### config.mk
export PLATFORM = sky130hd
export DESIGN_NAME = expu_sum_acc
export DESIGN_NICKNAME = d
export VERILOG_FILES = /design/src/rtl/expu_sum_acc.sv
export SDC_FILE = /design/constraint.sdc
export NUM_CORES = 1
export LEC_CHECK = 0
export CAP_MARGIN = 20
export CORE_ASPECT_RATIO = 2
export CORE_MARGIN = 3
export CORE_UTILIZATION = 40
export CTS_CLUSTER_DIAMETER = 50
export DETAILED_ROUTE_END_ITERATION = 8
export GPL_ROUTABILITY_DRIVEN = 0
export HOLD_SLACK_MARGIN = 0.03
export PLACE_DENSITY_LB_ADDON = 0.05
export REMOVE_ABC_BUFFERS = 1
export SYNTH_ARGS = -nofsm -noshare
export SYNTH_HDL_FRONTEND = slang
export SYNTH_SLANG_ARGS = --single-unit
### constraint.sdc
create_clock -name clk_i -period 7.7 [get_ports clk_i]
set_input_delay 1.155 -clock clk_i [delete_from_list [all_inputs] [get_ports clk_i]]
set_output_delay 1.155 -clock clk_i [all_outputs]
set_load 0.03 [all_outputs]
### src/rtl/expu_sum_acc.sv
// Converts bfloat16-style exp results to unsigned fixed point and sums each vector with saturation; EXPU_SUM_ACC_COUNT_EN adds a beat count.
// Latency: the sum is valid two cycles after the last beat is accepted; one result is held at a time.
// Backpressure: input stalls in DRAIN/HOLD and while enable_i=0; the result is held until ready_i & enable_i.
module expu_sum_acc #(
    parameter int EXPONENT_BITS = 8,
    parameter int MANTISSA_BITS = 7,
    parameter int ACC_INT_BITS  = 16,
    parameter int ACC_FRAC_BITS = 16
) (
    input  logic                                   clk_i,
    input  logic                                   rst_ni,
    input  logic                                   clear_i,
    input  logic                                   enable_i,
    input  logic                                   valid_i,
    output logic                                   ready_o,
    input  logic [EXPONENT_BITS+MANTISSA_BITS:0]   op_i,
    input  logic                                   last_i,
    output logic                                   valid_o,
    input  logic                                   ready_i,
    output logic [ACC_INT_BITS+ACC_FRAC_BITS-1:0]  sum_o,
    output logic                                   sat_o,
    output logic                                   neg_o
`ifdef EXPU_SUM_ACC_COUNT_EN
    ,
    output logic [15:0]                            count_o
`endif
);

    localparam int OP_W   = EXPONENT_BITS + MANTISSA_BITS + 1;
    localparam int ACC_W  = ACC_INT_BITS + ACC_FRAC_BITS;
    localparam int BIAS   = (1 << (EXPONENT_BITS - 1)) - 1;
    localparam int SH_OFS = ACC_FRAC_BITS - MANTISSA_BITS - BIAS;

    typedef enum logic [1:0] {IDLE, ACCUM, DRAIN, HOLD} state_t;

    state_t state, state_nxt;

    logic                     op_sign;
    logic [EXPONENT_BITS-1:0] op_exp;
    logic [MANTISSA_BITS:0]   op_sig;
    int                       shift;
    int                       msb_pos;
    logic [ACC_W-1:0]         conv_val;
    logic                     conv_sat;
    logic                     conv_neg;

    logic                     accept;
    logic                     out_hs;

    logic                     s1_vld;
    logic [ACC_W-1:0]         s1_val;
    logic                     s1_sat;
    logic                     s1_neg;

    logic [ACC_W-1:0]         acc;
    logic [ACC_W:0]           acc_sum;
    logic                     sat_flag;
    logic                     neg_flag;

    // Operand value is {1,mant} * 2^(exp-bias-mant_bits); msb_pos is where its leading one lands.
    always_comb begin
        op_sign  = op_i[OP_W-1];
        op_exp   = op_i[OP_W-2 -: EXPONENT_BITS];
        op_sig   = {1'b1, op_i[MANTISSA_BITS-1:0]};
        shift    = int'(op_exp) + SH_OFS;
        msb_pos  = shift + MANTISSA_BITS;
        conv_val = '0;
        conv_sat = 1'b0;
        conv_neg = 1'b0;
        if (op_exp == '1) begin
            conv_sat = 1'b1;
        end else if (op_exp != '0) begin
            if (op_sign) begin
                conv_neg = 1'b1;
            end else if (msb_pos >= ACC_W) begin
                conv_sat = 1'b1;
            end else if (shift >= 0) begin
                conv_val = ACC_W'(op_sig) << shift;
            end else begin
                conv_val = ACC_W'(op_sig >> (-shift));
            end
        end
    end

    assign ready_o = rst_ni & enable_i & (state != DRAIN) & (state != HOLD);
    assign accept  = valid_i & ready_o;
    assign out_hs  = enable_i & ready_i & (state == HOLD);
    assign acc_sum = {1'b0, acc} + {1'b0, s1_val};

    always_ff @(posedge clk_i or negedge rst_ni) begin
        if (!rst_ni) begin
            state <= IDLE;
        end else begin
            state <= state_nxt;
        end
    end

    always_comb begin
        state_nxt = state;
        valid_o   = (state == HOLD);
        case (state)
            IDLE:    if (accept) state_nxt = last_i ? DRAIN : ACCUM;
            ACCUM:   if (accept && last_i) state_nxt = DRAIN;
            DRAIN:   if (enable_i) state_nxt = HOLD;
            HOLD:    if (out_hs) state_nxt = IDLE;
            default: state_nxt = IDLE;
        endcase
        if (clear_i) begin
            state_nxt = IDLE;
        end
    end

    always_ff @(posedge clk_i or negedge rst_ni) begin
        if (!rst_ni) begin
            s1_vld   <= 1'b0;
            s1_val   <= '0;
            s1_sat   <= 1'b0;
            s1_neg   <= 1'b0;
            acc      <= '0;
            sat_flag <= 1'b0;
            neg_flag <= 1'b0;
        end else if (clear_i) begin
            s1_vld   <= 1'b0;
            s1_val   <= '0;
            s1_sat   <= 1'b0;
            s1_neg   <= 1'b0;
            acc      <= '0;
            sat_flag <= 1'b0;
            neg_flag <= 1'b0;
        end else if (enable_i) begin
            s1_vld <= accept;
            if (accept) begin
                s1_val <= conv_val;
                s1_sat <= conv_sat;
                s1_neg <= conv_neg;
            end
            // No beat is in stage 1 during HOLD, so the handshake clear never races an add.
            if (out_hs) begin
                acc      <= '0;
                sat_flag <= 1'b0;
                neg_flag <= 1'b0;
            end else if (s1_vld) begin
                if (s1_sat || acc_sum[ACC_W]) begin
                    acc      <= '1;
                    sat_flag <= 1'b1;
                end else begin
                    acc <= acc_sum[ACC_W-1:0];
                end
                if (s1_neg) begin
                    neg_flag <= 1'b1;
                end
            end
        end
    end

    assign sum_o = acc;
    assign sat_o = sat_flag;
    assign neg_o = neg_flag;

`ifdef EXPU_SUM_ACC_COUNT_EN
    logic [15:0] beat_cnt;

    always_ff @(posedge clk_i or negedge rst_ni) begin
        if (!rst_ni) begin
            beat_cnt <= '0;
        end else if (clear_i) begin
            beat_cnt <= '0;
        end else if (enable_i) begin
            if (out_hs) begin
                beat_cnt <= '0;
            end else if (accept && (beat_cnt != '1)) begin
                beat_cnt <= beat_cnt + 16'd1;
            end
        end
    end

    assign count_o = beat_cnt;
`endif

endmodule

Word-level counts from Yosys, hierarchy flattened
Index checks and enable logic that the tools add are counted.
W data, S select, Z words.
{"block": "totals", "register_bits": 71}
{"block": "op_classes", "n_mux": 45, "add_sub_neg": 4, "n_bitwise": 6, "shift": 2, "order_cmp": 2, "n_reduce_logical": 14, "n_eq_ne": 10}
{"op": "$mux W32", "n": 13}
{"op": "$add A32 B32 Y33", "n": 1}
{"op": "$neg A10 Y32", "n": 1}
{"op": "$shl A8 B32 Y32", "n": 1}
{"op": "$shr A8 B32 Y32", "n": 1}
{"op": "$mux W1", "n": 25}
{"op": "$mux W2", "n": 6}
{"op": "$add A10 B4 Y11 const B", "n": 1}
{"op": "$ge A11 B7 Y1 const B", "n": 1}
{"op": "$add A9 B8 Y10 const B", "n": 1}
{"op": "$ge A10 B1 Y1 const B", "n": 1}
{"op": "$ne A3 B3 Y1 const B", "n": 3}
{"op": "$reduce_bool A3 Y1", "n": 3}
{"op": "$eq A8 B8 Y1 const B", "n": 1}
{"op": "$pmux W2 S4", "n": 1}
{"op": "$reduce_bool A8 Y1", "n": 1}
{"op": "$and A1 B1 Y1", "n": 6}
{"op": "$reduce_and A3 Y1", "n": 2}
{"op": "$eq A2 B2 Y1 const B", "n": 2}
{"op": "$ne A2 B2 Y1 const B", "n": 2}
{"op": "$reduce_and A2 Y1", "n": 2}
{"op": "$reduce_and A4 Y1", "n": 1}
{"op": "$reduce_bool A2 Y1", "n": 2}
{"op": "$ne A3 B2 Y1 const B", "n": 1}
{"op": "4 further kinds", "n": 4}

Logic depth before layout (Yosys ltp)
{"block": "depth", "ltp_word": 11, "depth_mapped": 16, "mapped_depth_nobuf": 14}

Worst setup path after synthesis
OpenSTA, ideal clock, no wires.
{"block": "synth_timing", "path_kind": "input to register", "start": "input port op_i[8]", "end": "register s1_val[4]", "path_buffers": 2, "t_required_ns": 7.613, "stages": 16, "setup_ns": 0.087, "arrival_ns": 4.306, "setup_slack_ns": 3.307, "cell_sequence": "ha_1 -> clkbuf_1 -> or2_2 -> nand2_1 -> xor2_1 -> and3_1 -> clkbuf_1 -> nand4_1 -> ha_1 -> nor4_1 -> nand4_1 -> nor4b_1 -> nand4_1 -> a21oi_1 -> nand3_1 -> o211ai_1"}
{"block": "synth_between", "elab_chain_cells": 11}
{"item": "start: declaration", "line_no": "16", "source": "input logic [EXPONENT_BITS+MANTISSA_BITS:0] op_i,"}
{"item": "branches (longest 7 deep; another with $add A10 B4 Y11)"}
{"item": "$mux W32 *", "line_no": "70", "source": "if (op_exp == '1) begin"}
{"item": "$mux W32 *", "line_no": "132", "source": "if (accept) begin"}
{"item": "$mux W32 *", "line_no": "130", "source": "end else if (enable_i) begin"}
{"item": "$mux W32 *", "line_no": "122", "source": "end else if (clear_i) begin"}
{"item": "end signal: assignment", "line_no": "133", "source": "s1_val <= conv_val;"}
{"item": "end: declaration", "line_no": "51", "source": "logic [ACC_W-1:0] s1_val;"}
Mark *: on every way between the ends. The select of a mux whose other input is x is not followed.
A chain may end at the register's enable or synchronous reset.

Worst setup path in the final report
{"block": "layout_timing", "start": "input port op_i[8]", "end": "register s1_val[6]"}
Same word-level chain as after synthesis.

==> results_tabular.tex <==
\begin{tabular}{lr}
\hline
Metric & Value \\
\hline
\multicolumn{2}{l}{\textbf{Floorplan}} \\
\quad Number of top-level design ports & 59 \\
\quad Overall die area & 15800 um\^{}2 \\
\quad Core Box Area & 14000 um\^{}2 \\
\quad Die Span Y & 175 um \\
\quad Die boundary width & 90.5 um \\
\quad Std cell rows & 61 \\
\quad Starting Density & 40.9\% \\
\multicolumn{2}{l}{\textbf{Clock tree}} \\
\quad Register clock-pin slew on the reported worst setup and hold paths & 60 ps \\
\quad Clock tree sinks & 71 \\
\quad TritonCTS clock tree & built \\
\quad Post-CTS Hold Fix Bufs & 0 \\
\quad Number of setup buffers added after CTS & 0 \\
\quad Number of CTS-inserted buffers & 9 \\
\quad Clock tree buffer depth & 2 \\
\quad Root buffer cell & sky130\_fd\_sc\_hd\_\_clkbuf\_16 \\
\quad Total number of H-tree levels & 3 \\
\quad Clock network latency to the later pin of the worst-skew pair & 330 ps \\
\quad Post-CTS resize count & 0 \\
\multicolumn{2}{l}{\textbf{Synth}} \\
\quad Xor and xnor fraction of the mapped netlist area & 4.91\% \\
\quad Post-synthesis async set-or-reset flop share & 100\% \\
\quad Number of distinct standard cells referenced by the synthesized netlist & 69 \\
\quad Number of flops mapped to enable cells by yosys & 0 \\
\quad Largest cells by area after synthesis & sky130\_fd\_sc\_hd\_\_dfrtp\_1 (31\%), sky130\_fd\_sc\_hd\_\_ha\_1 (11\%), sky130\_fd\_sc\_hd\_\_nand2\_1 (5.9\%) \\
\quad Sequential cell area fraction in the yosys report & 31.1\% \\
\quad Cells after synthesis & 670 \\
\quad Largest family of logic cells by synthesized area & compound AO/OA/AOI/OAI gates \\
\quad Area of the mapped netlist & 5710 um\^{}2 \\
\quad Compound-gate portion of the synthesized area & 26.8\% \\
\quad Fraction of synthesized area in multiplexers & 3.53\% \\
\quad Synth Area in Adders & 11.1\% \\
\quad Synthesized area per cell & 8.52 um\^{}2 \\
\quad Synthesis warning total & 0 \\
\quad Area fraction of the dominant cell type after synthesis & 31.1\% \\
\quad Flip-flop cell with the highest count after synthesis & sky130\_fd\_sc\_hd\_\_dfrtp\_1 \\
\quad Number of synthesized register bits & 71 \\
\quad Share of synthesized cell area in and, or, nand and nor gates & 18.6\% \\
\quad Leading area contributor after synthesis & sky130\_fd\_sc\_hd\_\_dfrtp\_1 \\
\multicolumn{2}{l}{\textbf{Power and ir drop}} \\
\quad Highest ir drop seen on vdd & 0.103 mV \\
\quad Lkg Pwr & 2.97 nW \\
\quad Power density over cell area & 151 nW/um\^{}2 \\
\multicolumn{2}{l}{\textbf{Run status}} \\
\quad Status & finished clean \\
\multicolumn{2}{l}{\textbf{Placement}} \\
\quad Number of buffers added on ports & 58 \\
\quad Number of cells in the design after placement & 889 \\
\quad DPL Wire Length & 13.4 mm \\
\multicolumn{2}{l}{\textbf{Finish}} \\
\quad Share of cells above drive strength 1 & 6.02\% \\
\quad Antenna diode count & 0 \\
\quad Layout Nets & 784 \\
\quad Final instance count without filler cells & 903 \\
\quad Area growth from synthesis to final layout & 17.6\% \\
\multicolumn{2}{l}{\textbf{Route}} \\
\quad Aggregate routed wire length & 17.1 mm \\
\quad Detail Route Antenna Nets & 0 \\
\quad Initial DRC count & 212 \\
\quad Number of remaining DRC errors & 0 \\
\quad TritonRoute pass-1 iters & 5 \\
\quad Via count & 5396 \\
\quad Avg Vias per Cell & 5.98 \\
\quad Average wire length per cell after detail routing & 19.0 um \\
\multicolumn{2}{l}{\textbf{Global routing}} \\
\quad Global-route usage over all layers & 22.0\% \\
\quad GRT overflow & 0 \\
\quad Initial antenna violation count & 0 \\
\quad Vias in the first global route & 5439 \\
\quad Wire length of the first global-routing pass & 28.0 mm \\
\quad Maximum number of pins on one net before global-route repair & 72 \\
\multicolumn{2}{l}{\textbf{Min path}} \\
\quad Path category of the worst min-delay check & flop to flop \\
\multicolumn{2}{l}{\textbf{STA}} \\
\quad Final Skew & 13.1 ps \\
\quad Minimum clock period & 5660 ps \\
\quad Post-Route Setup TNS & 0 ps \\
\quad Transition time at the pin with the least slew margin & 1100 ps \\
\quad Number of pins exceeding their max-slew limit in the final report & 0 \\
\quad Normalized max-slew margin & 26.4\% \\
\quad Unrepaired setup endpoints after global routing & no \\
\quad Achievable frequency & 0.177 GHz \\
\quad Ratio of final minimum period to clock period & 73.5\% \\
\quad Number of hold-slack violations in the final timing report & 0 \\
\quad Finish-stage setup viols & 0 \\
\multicolumn{2}{l}{\textbf{Critical path}} \\
\quad Data required time at the worst endpoint & 7940 ps \\
\quad Critical path type & primary input to flop \\
\quad Data arrival time of the critical path & 5900 ps \\
\quad Family of cells with the greatest summed delay on the critical path & simple AND/OR/NAND/NOR gates \\
\quad Kind of start point of the critical path & primary input \\
\quad Buffers \& Inverters on Critical Path & 1 \\
\quad Maximum fanout encountered on the critical timing path & 17 \\
\quad Critical Path Slowest Stage Cell & sky130\_fd\_sc\_hd\_\_clkdlybuf4s50\_1 \\
\quad Critical path endpoint category & flop \\
\quad Cells along the critical path & clkdlybuf4s50\_1 > ha\_1 > or2\_2 > nand2\_1 > xor2\_1 > and3\_1 > nand4\_1 > ha\_1 > nor4\_1 > nand4\_1 > nor4b\_1 > nand4\_1 > a21oi\_1 > nand3\_1 > o211ai\_1 \\
\quad Library cell appearing most often on the critical path & sky130\_fd\_sc\_hd\_\_nand4\_1 \\
\quad Slowest stage delay, CP & 760 ps \\
\multicolumn{2}{l}{\textbf{Flow run}} \\
\quad Max cap viols & 0 \\
\hline
\end{tabular}
==> cell families after synthesis <==
group                      count (synthesis)
and+or+nand+nor                          226
xor gates and xnor gates                  32
DFF                                       71
muxes                                     17
adders and majority gates                 50
buffers and inverters                     54
AOI/OAI and AO/OA                        220
==> final timing paths <==
check / start / endpoint / slack [ps] / cells after the start
worst max-delay path: op_i[8] / s1_val[6] / 2040 / 15
worst min-delay path: sat_o / sat_o / 490 / 2
worst max register to register: sum_o[0] / sum_o[1] / 3700 / 12
worst min register to register: sat_o / sat_o / 490 / 2
max in group asynchronous: rst_ni / s1_val[0] / 6010 / 2
min in group asynchronous: rst_ni / sum_o[24] / 1080 / 2
==> where the power goes <==
part	switching [mW]	internal, mW	leakage, nW
Clock	0.157	0.231	0.129
Sequential	0.0110	0.385	0.989
Combinational	0.146	0.0852	1.85
Total	0.313	0.701	2.97
==> registers in the layout (all words and copies together) (netlist names) <==
signal and cells:
s1_val 32, s1_vld 1, s1_neg 1, state 2, sat_o 1, neg_o 1, sum_o 32, s1_sat 1
==> synthesized netlist by cell type, types with 3 or more instances <==
cell	instances
sky130_fd_sc_hd__a211oi_1	4
sky130_fd_sc_hd__a21o_1	12
sky130_fd_sc_hd__a21oi_1	45
sky130_fd_sc_hd__a221o_1	22
sky130_fd_sc_hd__a22o_1	3
sky130_fd_sc_hd__a22oi_1	5
sky130_fd_sc_hd__a31oi_1	7
sky130_fd_sc_hd__a32oi_1	4
sky130_fd_sc_hd__and2_1	3
sky130_fd_sc_hd__and3_1	6
sky130_fd_sc_hd__buf_2	3
sky130_fd_sc_hd__clkbuf_1	29
sky130_fd_sc_hd__dfrtp_1	71
sky130_fd_sc_hd__ha_1	49
sky130_fd_sc_hd__inv_1	18
sky130_fd_sc_hd__mux2_2	5
sky130_fd_sc_hd__mux2i_1	10
sky130_fd_sc_hd__nand2_1	90
sky130_fd_sc_hd__nand2b_1	8
sky130_fd_sc_hd__nand3_1	20
sky130_fd_sc_hd__nand4_1	12
sky130_fd_sc_hd__nor2_1	47
sky130_fd_sc_hd__nor2b_1	5
sky130_fd_sc_hd__nor3_1	13
sky130_fd_sc_hd__nor4_1	5
sky130_fd_sc_hd__nor4b_1	3
sky130_fd_sc_hd__o2111ai_1	3
sky130_fd_sc_hd__o211ai_1	14
sky130_fd_sc_hd__o21ai_0	55
sky130_fd_sc_hd__o21ai_1	6
sky130_fd_sc_hd__o21bai_1	3
sky130_fd_sc_hd__o311ai_0	5
sky130_fd_sc_hd__o31ai_1	4
sky130_fd_sc_hd__or3_1	4
sky130_fd_sc_hd__xnor2_1	17
sky130_fd_sc_hd__xor2_1	15
==> stage by stage <==
| stage | total power, mW | utilization, % | hold slack (ps) | area [um^2] | setup WS (ps) |
|---|---|---|---|---|---|
| 6_report | 1.01 | 48.1 | 487 | 6710 | 2040 |
| 5_1_grt | 1.07 | 48.1 | 511 | 6710 | 1690 |
| 4_1_cts | 1.03 | 48.1 | 490 | 6710 | 2140 |
| 3_5_place_dp | 0.634 | 46.1 | 477 | 6440 | 1810 |
| 3_3_place_gp | 0.629 | 46.1 | 464 | 6440 | 1970 |
| 2_1_floorplan | 0.546 | - | 454 | 5560 | 3440 |
==> cell type report <==
cell class | count | area (um^2)
Tap cell | 189 | 236
Inverter | 19 | 71.3
Multi-Input combinational cell | 545 | 3720
Sequential cell | 71 | 1780
Fill cell | 1347 | 7260
Timing Repair Buffer | 65 | 631
Clock buffer | 11 | 253
Clock inverter | 3 | 20.0
==> metal layers <==
metal  GRT usage (%)  part of all wire, %
met5               0                    0
met4            7.74                  3.0
met3            2.33                  2.7
met2            43.6                   57
met1            23.4                   37
==> tightest hold or removal path, stage by stage (launching register included) <==
cell	delay, ps
sky130_fd_sc_hd__dfrtp_1	350
sky130_fd_sc_hd__nand2_1	50
sky130_fd_sc_hd__nand2_1	60
==> placed cells by master (no fill, tap or decap), types with 3 or more instances in the layout <==
cell,netlist,routed
sky130_fd_sc_hd__mux2i_1,10,10
sky130_fd_sc_hd__nand3_1,20,20
sky130_fd_sc_hd__xor2_1,15,15
sky130_fd_sc_hd__a22o_1,3,3
sky130_fd_sc_hd__and2_1,3,3
sky130_fd_sc_hd__nor2_1,47,46
sky130_fd_sc_hd__xnor2_1,17,17
sky130_fd_sc_hd__a211oi_1,4,4
sky130_fd_sc_hd__a21o_1,12,12
sky130_fd_sc_hd__clkdlybuf4s50_1,0,57
sky130_fd_sc_hd__nand4_1,12,12
sky130_fd_sc_hd__nand2b_1,8,8
sky130_fd_sc_hd__nor4b_1,3,3
sky130_fd_sc_hd__or3_1,4,4
sky130_fd_sc_hd__clkbuf_16,0,9
sky130_fd_sc_hd__mux2_2,5,5
sky130_fd_sc_hd__nor2b_1,5,5
sky130_fd_sc_hd__o21ai_0,55,55
sky130_fd_sc_hd__a22oi_1,5,5
sky130_fd_sc_hd__a31oi_1,7,7
sky130_fd_sc_hd__o21ai_1,6,6
sky130_fd_sc_hd__buf_4,0,8
sky130_fd_sc_hd__a21oi_1,45,44
sky130_fd_sc_hd__nor4_1,5,5
sky130_fd_sc_hd__a221o_1,22,22
sky130_fd_sc_hd__dfrtp_1,71,71
sky130_fd_sc_hd__o31ai_1,4,4
sky130_fd_sc_hd__o21bai_1,3,3
sky130_fd_sc_hd__ha_1,49,49
sky130_fd_sc_hd__and3_1,6,6
sky130_fd_sc_hd__o211ai_1,14,14
sky130_fd_sc_hd__nand2_1,90,90
sky130_fd_sc_hd__nor3_1,13,13
sky130_fd_sc_hd__o2111ai_1,3,3
sky130_fd_sc_hd__o311ai_0,5,5
sky130_fd_sc_hd__a32oi_1,4,4
sky130_fd_sc_hd__inv_1,18,18
No activity file was read; power rests on OpenSTA's default activity.
==> RTL change: new RTL, same settings <==
Add a define of `EXPU_SUM_ACC_COUNT_EN`.
--- a/src/rtl/expu_sum_acc.sv
+++ b/src/rtl/expu_sum_acc.sv
@@ -3,2 +3,4 @@
 // Backpressure: input stalls in DRAIN/HOLD and while enable_i=0; the result is held until ready_i & enable_i.
+`define EXPU_SUM_ACC_COUNT_EN
+
 module expu_sum_acc #(
Behaviour (old outputs only; new: count_o): unchanged (Yosys induction, for registers that start in step).
==> RTL change against the original RTL <==
Sequential power increased by 24%. Worst setup slack got worse by 0.20 ns. Cell area is 16% higher. Total power is 19% higher. Hold slack improved by 0.023 ns. Non-clock buffer count grew 15. Synthesized cell count grew 12%. Sequential cell count up 16. Wire length increased by 11%. Area after synthesis grew 15%. Largest cell class unchanged.
==> RTL change: results (changes against the original RTL) <==
| Metric | Value |
|---|---|
| Largest net degree at the start of global routing | 61 (was 72) |
| Outcome | completed (unchanged) |
| Post-synth cell types | 85 (was 69) |
| Lkg Pwr | 3.38 nW (was 2.97 nW) |
| Drt pass-1 iters | 7 (was 5) |
| Antenna diode count | 0 (unchanged) |
| Asr flop ratio synth | 1.00 (unchanged) |
| Yosys warns | 0 (unchanged) |
| Drc violations | 0 (unchanged) |
| Clock skew | 0.00799 ns (was 0.0131 ns) |
| Hold Crit Class | register to register (unchanged) |
| Post_cts resized | 0 (unchanged) |
| Htree depth | 3 (unchanged) |
| Synth cell count leaders | 87 x dfrtp_1, 73 x o21ai_0, 68 x nand2_1 (was 90 x nand2_1, 71 x dfrtp_1, 55 x o21ai_0) |
| Root Driver | clkbuf_16 (unchanged) |
| Cell with the most instances after synthesis | dfrtp_1 (was nand2_1) |
| Sequential cell area fraction in the yosys report | 0.331 (was 0.311) |
| Reg clk slew, reported paths | 0.07 ns |
| VDD IR max | 0.121 mV (was 0.103 mV) |
| Layout Cells excl Fill | 1013 (was 903) |
| Critical-path top delay cell | clkdlybuf4s50_1 (unchanged) |
| Top cells by area, synth | dfrtp_1 33%, ha_1 9.5%, o21ai_0 5.6% (was dfrtp_1 31%, ha_1 11%, nand2_1 5.9%) |
| Final #Nets | 881 (was 784) |
| Top Family by Delay on Critical Path | simple AND/OR/NAND/NOR gates (unchanged) |
| Via count of the first global-routing pass | 6306 (was 5439) |
| # fillers | 1571 (was 1347) |
| Pre-CTS setup slack | 1.57 ns (was 1.81 ns) |
| Buffer count from post-CTS setup fixing | 0 (unchanged) |
| Vias per cell | 5.87 (was 5.98) |
| Syn avg cell area | 8.76 sq um (was 8.52 sq um) |
| Worst-path fanout max | 21 (was 17) |
| Port bufs | 74 (was 58) |
| Remaining antenna violation count after routing | 0 (unchanged) |
| DP Wirelength | 14900 um (was 13400 um) |
| DP Area | 7440 sq um (was 6440 sq um) |
| Slew @ Worst Pin | 0.908 ns (was 1.10 ns) |
| First-pass GRT wire length | 31700 um (was 28000 um) |
| Cts bufs inserted | 9 (unchanged) |
| Final Hold Vio Count | 0 (unchanged) |
| All-Layer GR Usage | 0.214 (was 0.220) |
| DR iter-0 viols | 277 (was 212) |
| Worst path max stage delay | 0.99 ns (was 0.76 ns) |
| Worst skew pair latency | 0.35 ns (was 0.33 ns) |
| Fraction of layout cells with a size suffix above 1 | 0.0727 (was 0.0602) |
| Initial antenna violation count | 0 (unchanged) |
| WL final | 18900 um (was 17100 um) |
| CTS Buffer Depth | 2 (unchanged) |
==> RTL change: cells by family (layout without fill, tap and decap cells) <==
logic type,after synthesis,after routing,synth area share
simple gates,234,234,0.176
flops,87,87,0.331
xor+xnor,48,48,0.0651
mux,21,21,0.0383
fa+ha+maj,51,51,0.0983
compound gates,257,257,0.254
buf+inv,52,114,0.0364
==> RTL change: tightest hold or removal path, cell delays in order (launching register included) <==
cell and delay (ns):
dfrtp_1 0.36, nand2_1 0.05, o21ai_0 0.06
==> RTL change: worst paths after layout <==
path,start,endpoint,slack [ns],cells after the start
worst max-delay path,op_i[8],s1_val[5],1.84,15
worst min-delay path,s1_val[13],s1_val[13],0.51,2
worst min register to register,s1_val[13],s1_val[13],0.51,2
worst max register to register,sum_o[0],sum_o[1],4.25,13
max in group asynchronous,rst_ni,neg_o,5.84,2
min in group asynchronous,rst_ni,sum_o[10],0.73,1
==> RTL change: cell type report <==
type                            instances  area (sq um)  area share
Timing Repair Buffer                   80           803       0.104
Inverter                               18          67.6     0.00871
Clock inverter                          6          52.6     0.00678
Tap cell                              201           251      0.0324
Clock buffer                           10           239      0.0308
Sequential cell                        87          2180       0.281
Multi-Input combinational cell        611          4160       0.537
==> RTL change: per-layer routing <==
layer,GRT usage,wire (um),vias to the layer above,part of all wire
met5,0,0,-,0
met4,0.0979,723,0,0.038
met3,0.0224,434,35,0.023
met2,0.416,10800,123,0.57
met1,0.225,7020,2902,0.37
li1,-,-,2887,-
==> RTL change: report_power, final <==
| part | internal, mW | switching [mW] | total [mW] | leakage [nW] |
|---|---|---|---|---|
| Sequential | 0.473 | 0.0166 | 0.490 | 1.21 |
| Clock | 0.233 | 0.207 | 0.439 | 0.137 |
| Combinational | 0.107 | 0.176 | 0.283 | 2.03 |
